==> src/rtl/hazard_pkg.sv <==
// rtl/hazard_pkg.sv - shared encodings and helpers for the hazard unit
package hazard_pkg;

  localparam logic [1:0] FWD_NONE = 2'b00;
  localparam logic [1:0] FWD_WB   = 2'b01;
  localparam logic [1:0] FWD_MEM  = 2'b10;

  typedef enum logic {
    IDLE,
    MD_BUSY
  } md_state_t;

  // Saturating increment; callers pass their all-ones value as the ceiling.
  function automatic logic [31:0] sat_inc(input logic [31:0] val,
                                          input logic [31:0] max_val);
    return (val >= max_val) ? val : val + 32'd1;
  endfunction

endpackage

==> src/rtl/hazard_unit_mc_muldiv.sv <==
// rtl/hazard_unit_mc_muldiv.sv - multi-cycle mul/div occupancy FSM for the EX stage
module muldiv_stall_ctr
  import hazard_pkg::*;
#(
  parameter int MULDIV_LAT = 4
) (
  input  logic clk,
  input  logic rst_n,
  input  logic ID_EX_MulDiv,
  input  logic mem_wait,
  output logic md_stall,
  output logic md_busy
);

  localparam bit         MD_EN    = (MULDIV_LAT > 1);
  localparam logic [3:0] CNT_INIT = MD_EN ? 4'(MULDIV_LAT - 2) : 4'd0;

  md_state_t  state;
  logic [3:0] cnt;

  // The issuing cycle already stalls, so cnt only covers the remaining stall cycles.
  always_comb begin
    md_stall = 1'b0;
    case (state)
      IDLE:    md_stall = MD_EN && ID_EX_MulDiv && !mem_wait;
      MD_BUSY: md_stall = (cnt != 4'd0);
      default: md_stall = 1'b0;
    endcase
  end

  assign md_busy = md_stall;

  always_ff @(posedge clk or negedge rst_n) begin
    if (!rst_n) begin
      state <= IDLE;
      cnt   <= 4'd0;
    end else if (!mem_wait) begin
      case (state)
        IDLE: begin
          if (MD_EN && ID_EX_MulDiv) begin
            state <= MD_BUSY;
            cnt   <= CNT_INIT;
          end
        end
        MD_BUSY: begin
          if (cnt != 4'd0) cnt <= cnt - 4'd1;
          else             state <= IDLE;
        end
        default: state <= IDLE;
      endcase
    end
  end

endmodule

==> src/rtl/hazard_unit_mc.sv <==
// rtl/hazard_unit_mc.sv - forwarding, interlock, mul/div and memory-wait stall control
module hazard_unit_mc
  import hazard_pkg::*;
#(
  parameter int REG_ADDR_W = 5,
  parameter int MULDIV_LAT = 4,
  parameter int PERF_W     = 16
) (
  input  logic                  clk,
  input  logic                  rst_n,
  input  logic [REG_ADDR_W-1:0] rs1,
  input  logic [REG_ADDR_W-1:0] rs2,
  input  logic                  rs1_used,
  input  logic                  rs2_used,
  input  logic [REG_ADDR_W-1:0] ID_EX_rs1,
  input  logic [REG_ADDR_W-1:0] ID_EX_rs2,
  input  logic [REG_ADDR_W-1:0] ID_EX_rd,
  input  logic                  ID_EX_MemRead,
  input  logic                  ID_EX_MulDiv,
  input  logic [REG_ADDR_W-1:0] EX_MEM_rd,
  input  logic [REG_ADDR_W-1:0] MEM_WB_rd,
  input  logic                  EX_MEM_RegWrite,
  input  logic                  MEM_WB_RegWrite,
  input  logic                  dmem_req,
  input  logic                  dmem_ready,
  input  logic                  PCSrc,
  output logic [1:0]            ForwardAE,
  output logic [1:0]            ForwardBE,
  output logic                  StallF,
  output logic                  StallD,
  output logic                  StallE,
  output logic                  StallM,
  output logic                  FlushD,
  output logic                  FlushE,
  output logic                  FlushW,
  output logic                  redirect_en,
  output logic                  md_busy,
  output logic [PERF_W-1:0]     stall_cycles
);

  localparam logic [PERF_W-1:0] PERF_MAX = '1;

  logic mem_wait;
  logic lw_stall;
  logic md_stall;

  function automatic logic [1:0] fwd_sel(input logic [REG_ADDR_W-1:0] src);
    if (EX_MEM_RegWrite && (EX_MEM_rd != '0) && (EX_MEM_rd == src))
      return FWD_MEM;
    else if (MEM_WB_RegWrite && (MEM_WB_rd != '0) && (MEM_WB_rd == src))
      return FWD_WB;
    else
      return FWD_NONE;
  endfunction

  assign ForwardAE = fwd_sel(ID_EX_rs1);
  assign ForwardBE = fwd_sel(ID_EX_rs2);

  assign mem_wait = dmem_req && !dmem_ready;
  assign lw_stall = ID_EX_MemRead && (ID_EX_rd != '0) &&
                    ((rs1_used && (rs1 == ID_EX_rd)) ||
                     (rs2_used && (rs2 == ID_EX_rd)));

  muldiv_stall_ctr #(
    .MULDIV_LAT (MULDIV_LAT)
  ) u_muldiv (
    .clk          (clk),
    .rst_n        (rst_n),
    .ID_EX_MulDiv (ID_EX_MulDiv),
    .mem_wait     (mem_wait),
    .md_stall     (md_stall),
    .md_busy      (md_busy)
  );

  assign StallF = mem_wait || md_stall || lw_stall;
  assign StallD = StallF;
  assign StallE = mem_wait || md_stall;
  assign StallM = mem_wait;
  assign FlushW = mem_wait;

  // A taken branch only acts once EX actually advances; it wins over load-use.
  assign redirect_en = PCSrc && !StallE;
  assign FlushD      = redirect_en;
  assign FlushE      = redirect_en || (lw_stall && !StallE);

  always_ff @(posedge clk or negedge rst_n) begin
    if (!rst_n)
      stall_cycles <= '0;
    else if (StallF)
      stall_cycles <= PERF_W'(sat_inc(32'(stall_cycles), 32'(PERF_MAX)));
  end

endmodule
==> config.mk <==
export PLATFORM = sky130hd
export DESIGN_NAME = hazard_unit_mc
export DESIGN_NICKNAME = d
export VERILOG_FILES = /design/src/rtl/hazard_pkg.sv /design/src/rtl/hazard_unit_mc_muldiv.sv /design/src/rtl/hazard_unit_mc.sv
export SDC_FILE = /design/constraint.sdc
export NUM_CORES = 1
export LEC_CHECK = 0
export ABC_AREA = 1
export ABC_CLOCK_PERIOD_IN_PS = 1980
export BUFFER_PORTS_ARGS = -buffer_cell sky130_fd_sc_hd__buf_2
export CAP_MARGIN = 20
export CORE_UTILIZATION = 40
export CTS_CLUSTER_DIAMETER = 30
export DETAILED_ROUTE_END_ITERATION = 10
export PLACE_DENSITY = 0.71
export SYNTH_ARGS = -nofsm -noshare
export SYNTH_HDL_FRONTEND = slang
export SYNTH_HIERARCHICAL = 1
export SYNTH_SLANG_ARGS = --single-unit
==> constraint.sdc <==
create_clock -name clk -period 1.98 [get_ports clk]
set_clock_uncertainty 0.2 [all_clocks]
set_input_delay 0.198 -clock clk [delete_from_list [all_inputs] [get_ports clk]]
set_output_delay 0.198 -clock clk [all_outputs]
set_load 0.03 [all_outputs]
==> results of run 1 <==
==> final cells by class <==
class	instances	area, µm²	area share (%)
flip-flops and latches	21	526	20.8
clock buffers	3	41.3	1.64
clock inverters	1	5.00	0.199
inverters	35	134	5.31
repair buffers	90	541	21.4
well taps	52	65.1	2.58
multi-input cells	222	1210	48.0
==> report_power, final <==
| group | internal, mW | switching (mW) |
|---|---|---|
| Combinational | 0.610 | 0.846 |
| Clock | 0.141 | 0.147 |
| Sequential | 0.532 | 0.136 |
| Total | 1.28 | 1.13 |
==> placed cells by master, fill, tap and decap left out, drive strengths merged, types with 4 or more instances in the layout <==
cell type,n
nand4,4
dfrtp,21
nor2,35
inv,35
buf,89
nand2,96
nor3,6
xnor2,13
o21ai,7
nand3,34
xor2,17
==> worst max-delay path, delay by kind of cell, from the launching register on <==
| family | cells | cell delay (ns) |
|---|---|---|
| compound gates | 2 | 0.20 |
| fa+ha+maj | 1 | 0.13 |
| buf+inv | 3 | 0.28 |
| flops | 1 | 0.39 |
| simple gates | 2 | 0.34 |
==> cell families (layout without fill, tap and decap cells) <==
kind of cell	after synthesis	after routing
and+or+nand+nor	181	181
AOI/OAI and AO/OA	9	9
xor gates and xnor gates	30	30
buffers and inverters	43	129
DFF	21	21
adders and majority gates	2	2
==> cell usage after synthesis <==
cell / instances
and2_4: 1
nand3_2: 1
inv_2: 2
nor2_2: 1
dfrtp_1: 21
nor4_1: 2
buf_6: 1
or2_2: 1
nand2_1: 95
nand3_1: 31
buf_4: 4
nand4_1: 4
nor3b_1: 1
a21oi_1: 2
xor2_1: 17
ha_1: 2
nor2_1: 34
xnor2_1: 13
buf_2: 3
nand3_4: 2
nor3_1: 6
and3_1: 1
inv_1: 33
o21ai_0: 5
nand2_2: 1
o21ai_1: 2
==> state kept, by name, summed over array words and instances, names as in the netlist <==
name	count
u_muldiv/cnt	4
u_muldiv/state	1
stall_cycles	16
==> how the worst max path moves through the flow <==
| stage | slack [ns] | start | end |
|---|---|---|---|
| final | -0.03 | u_muldiv/cnt[0]$_DFFE_PN0P_ | FlushE |
| after global routing | -0.10 | u_muldiv/cnt[0]$_DFFE_PN0P_ | FlushE |
| after global placement | 0.14 | u_muldiv/cnt[0]$_DFFE_PN0P_ | stall_cycles[11]$_DFFE_PN0P_ |
| after floorplan | -0.22 | EX_MEM_rd[3] | ForwardAE[0] |
| after CTS | -0.05 | u_muldiv/cnt[0]$_DFFE_PN0P_ | FlushE |
| after detailed placement | 0.1 | u_muldiv/cnt[0]$_DFFE_PN0P_ | stall_cycles[11]$_DFFE_PN0P_ |
==> what timing repair did <==
action,in CTS,in global routing
cloned,0,0
hold buffers,1,0
buffers inserted,6,3
pin swaps,4,1
setup endpoints to repair,5,19
resized for setup,9,7
hold endpoints to repair,21,0
==> per-layer routing <==
layer / vias up / wire length (µm)
li1: 1061 / -
met1: 910 / 2010
met2: 50 / 2210
met3: 4 / 215
met4: 0 / 37
met5: - / 0
==> metrics by stage <==
step,power (mW),TNS (ns)
3_5_place_dp,1.91,0
3_3_place_gp,1.89,0
4_1_cts,2.33,-0.118
5_1_grt,2.59,-0.348
2_1_floorplan,1.67,-0.523
6_report,2.41,-0.0405
==> metrics.md, run 1 <==
| Metric | Value |
|---|---|
| Minimum clock period | 2.01 ns |
| P_leak | 1.39 nW |
| Area grow syn2layout | 37.1% |
| Routed WL | around 4500 µm |
| Worst Hold Launch | dmem_ready |
| Largest family of logic cells by synthesized area | simple AND/OR/NAND/NOR gates |
| Max Cap Viol | 0 |
| GRT met3 Usage | 2.76% |
| Endpoints failing setup | 3 |
| Syn. warnings | 6 |
| Yosys top cell by area | dfrtp_1 |
| Post-route cell area | between 2000 and 3000 µm² |
| Setup ws final | -0.0288 ns |
| First-pass GRT wire length | approximately 7700 µm |
| Worst setup SP type | flip-flop |
| P per Cell Area | 956 nW/µm² |
| Worst hold path class | in2reg |
| Antenna-violating nets left | 0 |
| DP Cell Count | 410 |
| Final hold vios | 0 |
| Least-Margin Pin Slew | 0.475 ns |
| Met2 usage | 32.3% |
| CTS Sinks | 21 |
| Synth Net Count | 334 |
| Unrepaired setup endpoints after global routing | true |
| Met1 Resource Use GR | 25.1% |
| Initial Util | a little over two fifths |
| Period utilization | 101% |
| Synth top area share | 28.6% |
| Syn Inst Count | 286 |
| Slowest CP cell | dfrtp_1 |
| Die Ht | 69.8 µm |
| Core Region | approximately 4400 µm² |
| Crit-path max FO | 3 |
| H-Tree Depth | 1 |
| Vias in the first global route | 1792 |
| Hold path endpoint | u_muldiv/state$_DFFE_PN0N_ |
| Adder-cell share of the synthesized area | 1.36% |
| Hold Slack | 0.122 ns |
| R2R setup slack | 0.12 ns |
| Worst EP required | 1.58 ns |
| Xor/xnor cell area share of the yosys netlist | 14.3% |
| Port bufs | between 70 and 80 |
| Non-filler instance count after layout | 424 |
| Filler cells | 429 |
| Ant. Diodes | 0 |
| Die X | 69.8 µm |
| Via count | 2025 |
| Post-synthesis sequential area ratio | 28.6% |
| Vias per cell | 4.78 |
| Reg2reg path depth | 10 |
| Root Driver | clkbuf_8 |
| Num rows | 24 |
| VDD IR max | approximately 0.4 mV |
| Critical path capture point type | primary output |
| Die ar. | approximately 5000 µm² |
| Cell breakdown of the critical path | inv_2 > ha_4 > nor3b_4 > o21ai_4 > nor2_4 > inv_4 > a21oi_4 > buf_6 |
| CTS Buffer Depth | 2 |
| Antenna violations before repair | 0 |
| Largest net degree at the start of global routing | 22 |
| Clk_lat worst skew | ~0.27 ns |
| First-pass iteration count of the detailed router | 4 |
| Hpwl dp | approximately 3600 µm |
| Placed Area | 2350 µm² |
| Routability congestion estimate | approximately 0.86 |
| FMAX | 498 MHz |
| Layout Nets | 421 |
| Reg clk slew, reported paths | 0.08 ns |
| Simple logic cell fraction of the synthesized area | 43.1% |
| CTS tree | yes |
| R2R Path End | stall_cycles[8]$_DFFE_PN0P_ |
| Grt total ovfl | 0 |
| Final Max Slew Viols | 0 |
| Final core occ | 57.5% |
| Post-placement setup slack | 0.0965 ns |
| Violated checks | setup timing |
| Synthesized area | 1840 µm² |
| WP data arrival | 1.61 ns |
| CTS buffer count | 3 |
| Syn avg cell area | ~6.4 µm² |
| Post-synth cell types | 26 |
| Compound-Gate Fraction of Synth Area | 2.45% |
| Slew HR | 68.3% |
| DRC | 0 |
| Io pins | 75 |
| Layout cell share with drive strength beyond 1 | 30.6% |
| Total routing usage reported by global routing | between 10% and 20% |
| Post-synthesis mux area share | 0% |
| Largest stage delay on the critical path | roughly 0.39 ns |
| Largest cells by area after synthesis | dfrtp_1 29%, nand2_1 19%, nand3_1 8.4%, xor2_1 8.1%, nor2_1 6.9% |
| GRT Max-Usage Layer | met2 |
| Post-synthesis register bit count | 21 |
| Outcome | finished with violations |
| R2r startpoint | u_muldiv/cnt[0]$_DFFE_PN0P_ |
| Cell count of the worst hold path | 4 |
| WL/cell | 10.5 µm |
| Critical path type | reg2out |
| Drt initial violations | 157 |
Note: power is estimated with default switching activity, not from simulation.
==> inputs of run 2 (changes only) <==
ABC_CLOCK_PERIOD_IN_PS = 1800   (was 1980)
CORE_ASPECT_RATIO = 0.7   (was default)
PLACE_DENSITY = 0.79   (was 0.71)
clock period = 1.8 ns   (was 1.98 ns; I/O delays follow)
==> metrics.md, run 2 (synthesized netlist as in run 1, its figures left out) <==
| Metric | Value |
|---|---|
| M1 WL | 2400 µm |
| CP top delay family | flip-flops |
| Hold path endpoint | u_muldiv/state$_DFFE_PN0N_ |
| Area occupied by multi-input gates | roughly 1300 µm² |
| CTS buffer count | 3 |
| Endpoints failing setup | 12 |
| Die Ht | slightly below 60 µm |
| Routability congestion estimate | around 0.99 |
| Cell count of the worst hold path | 4 |
| Worst EP required | 1.42 ns |
| Ant. Diodes | 0 |
| Slowest CP cell | dfrtp_1 |
| Most frequent cells in the layout | 88 x nand2_1, 69 x buf_2, 30 x nor2_1, 30 x inv_1, 26 x buf_4 |
| Register area | 529 µm² |
| Port bufs | 74 |
| Top routing layer used | met4 |
| Routed wl met3 | 365 µm |
| DRC | 0 |
| Max reg flops | 16 |
| P_leak | ~1.5 nW |
| Violated checks | setup timing |
| Root Driver | clkbuf_8 |
| Commonest non-fill, non-tap cell in the layout | nand2_1 |
| Final Max Slew Viols | 0 |
| Area grow syn2layout | 49.6% |
| First-pass GRT wire length | 8450 µm |
| Slew HR | between 60% and 70% |
| Drt initial violations | 140 |
| Period utilization | 111% |
| Io pins | 75 |
| Reg power frac | 25.3% |
| WP depth | 8 |
| Reg clk slew, reported paths | 0.08 ns |
| Internal | 1.50 mW |
| Non-filler instance count after layout | 442 |
| Minimum clock period | 2.00 ns |
| CTS Buffer Depth | 2 |
| Core Region | roughly 4400 µm² |
| Num rows | 20 |
| Outcome | finished with violations |
| Worst hold path class | in2reg |
| WL met2 | about 2500 µm |
| Hold Slack | 0.125 ns |
| VDD IR max | around 0.93 mV |
| Critical path capture point type | primary output |
| Layout cell share with drive strength beyond 1 | 38.2% |
| CTS Sinks | 21 |
| FMAX | 500 MHz |
| Grt total ovfl | 0 |
| Vias in the first global route | 1948 |
| CTS tree | yes |
| Crit-path max FO | 3 |
| Comb pwr share | 63.3% |
| Filler cells | about 360 |
| Worst setup SP type | flip-flop |
| First-pass iteration count of the detailed router | 4 |
| P per Cell Area | 1030 nW/µm² |
| Antenna-violating nets left | 0 |
| Reg2reg path depth | 10 |
| Least-Margin Pin Slew | 0.492 ns |
| Critical path type | reg2out |
| Largest stage delay on the critical path | 0.39 ns |
| Antenna violations before repair | 0 |
| Die X | slightly above 80 µm |
| Clk_lat worst skew | between 0.2 and 0.3 ns |
| Worst Path Buf+Inv | 3 |
| CP startpoint | u_muldiv/cnt[0]$_DFFE_PN0P_ |
| Final hold vios | 0 |
| Largest registers | stall_cycles x16, u_muldiv/cnt x4, u_muldiv/state x1 |
| DP Cell Count | approximately 430 |
| NetSw | 1.34 mW |
| Post-placement setup slack | 0.00116 ns |
| Die ar. | around 4900 µm² |
| Largest net degree at the start of global routing | 22 |
| Initial Util | 42.0% |
| Clock share of power | 11.4% |
| Vias per cell | around 4.8 |
| Via count | 2129 |
| Routed WL | around 5300 µm |
| Cell breakdown of the critical path | inv_2 > ha_4 > nor3b_4 > o21ai_4 > nor2_4 > inv_4 > a21oi_4 > buf_6 |
| Setup ws final | -0.200 ns |
| WL/cell | 12.0 µm |
| Unrepaired setup endpoints after global routing | true |
| R2R setup slack | -0.03 ns |
| Max Cap Viol | 0 |
| Worst Hold Launch | dmem_ready |
| WP data arrival | 1.62 ns |
| Largest Register | stall_cycles |
| H-Tree Depth | 1 |
| Total routing usage reported by global routing | 21.3% |
| R2r startpoint | u_muldiv/cnt[0]$_DFFE_PN0P_ |
| Switching share of total power | 47.2% |
| Hpwl dp | 3970 µm |
| Layout Nets | 436 |
| R2R Path End | stall_cycles[5]$_DFFE_PN0P_ |
run 2: cell types whose count changed in the layout (fill, tap and decap cells not counted), moves of 2 or more:
cell     delta
buf_4      +13
nand3_1    -10
nand3_2     +9
nand2_1     -6
nand2_2     +6
dfrtp_1     -3
dfrtp_2     +3
buf_8       +2
nand3_4     +2
run 2: power by group through the flow:
stage | clock, mW | sequential (mW) | combinational, mW
final | 0.323 | 0.718 | 1.80
after global routing | 0.351 | 0.733 | 1.96
after CTS | 0.329 | 0.716 | 1.78
after detailed placement | 0 | 0.724 | 1.58
after global placement | 0 | 0.721 | 1.56
after floorplan | 0 | 0.862 | 1.07
run 2: worst max-delay path by stage:
stage | endpoint | slack [ns]
after global placement | FlushE | 0.04
after floorplan | ForwardAE[0] | -0.37
after CTS | FlushE | -0.23
after detailed placement | FlushE | 0.001
after global routing | FlushE | -0.28
final | FlushE | -0.20
run 2: metrics by stage:
step	total power [mW]	TNS (ns)	area (µm²)	util [%]
6_report	2.84	-1.13	2750	62.8
5_1_grt	3.04	-2.46	2750	62.8
4_1_cts	2.83	-1.53	2690	61.4
3_5_place_dp	2.31	0	2540	58.0
3_3_place_gp	2.28	0	2540	58.0
2_1_floorplan	1.93	-2.19	2000	-
run 2: layer usage:
metal  up-vias  GRT usage (%)
met1       950           29.9
met3        11           4.21
met5         -              0
met2        74           34.1
met4         0           5.67
li1       1094              -
run 2: layout make-up:
type / count / share of cell area (%)
inverters: 35 / 4.87
flip-flops and latches: 21 / 19.2
well taps: 55 / 2.50
multi-input cells: 223 / 48.2
repair buffers: 104 / 23.6
clock buffers: 4 / 1.64
run 2: repair_timing:
item	CTS	global route
pin swaps	7	4
setup buffers	3	3
endpoints found under the hold margin	21	0
gates resized for setup	19	13
gates cloned	0	1
hold buffers	1	0
endpoints found under the setup margin	10	23
run 2: worst min-delay path: cells and delay by family:
family	cells	cell delay, ns
buffers and inverters	2	0.22
AOI/OAI and AO/OA	1	0.10
and+or+nand+nor	1	0.05
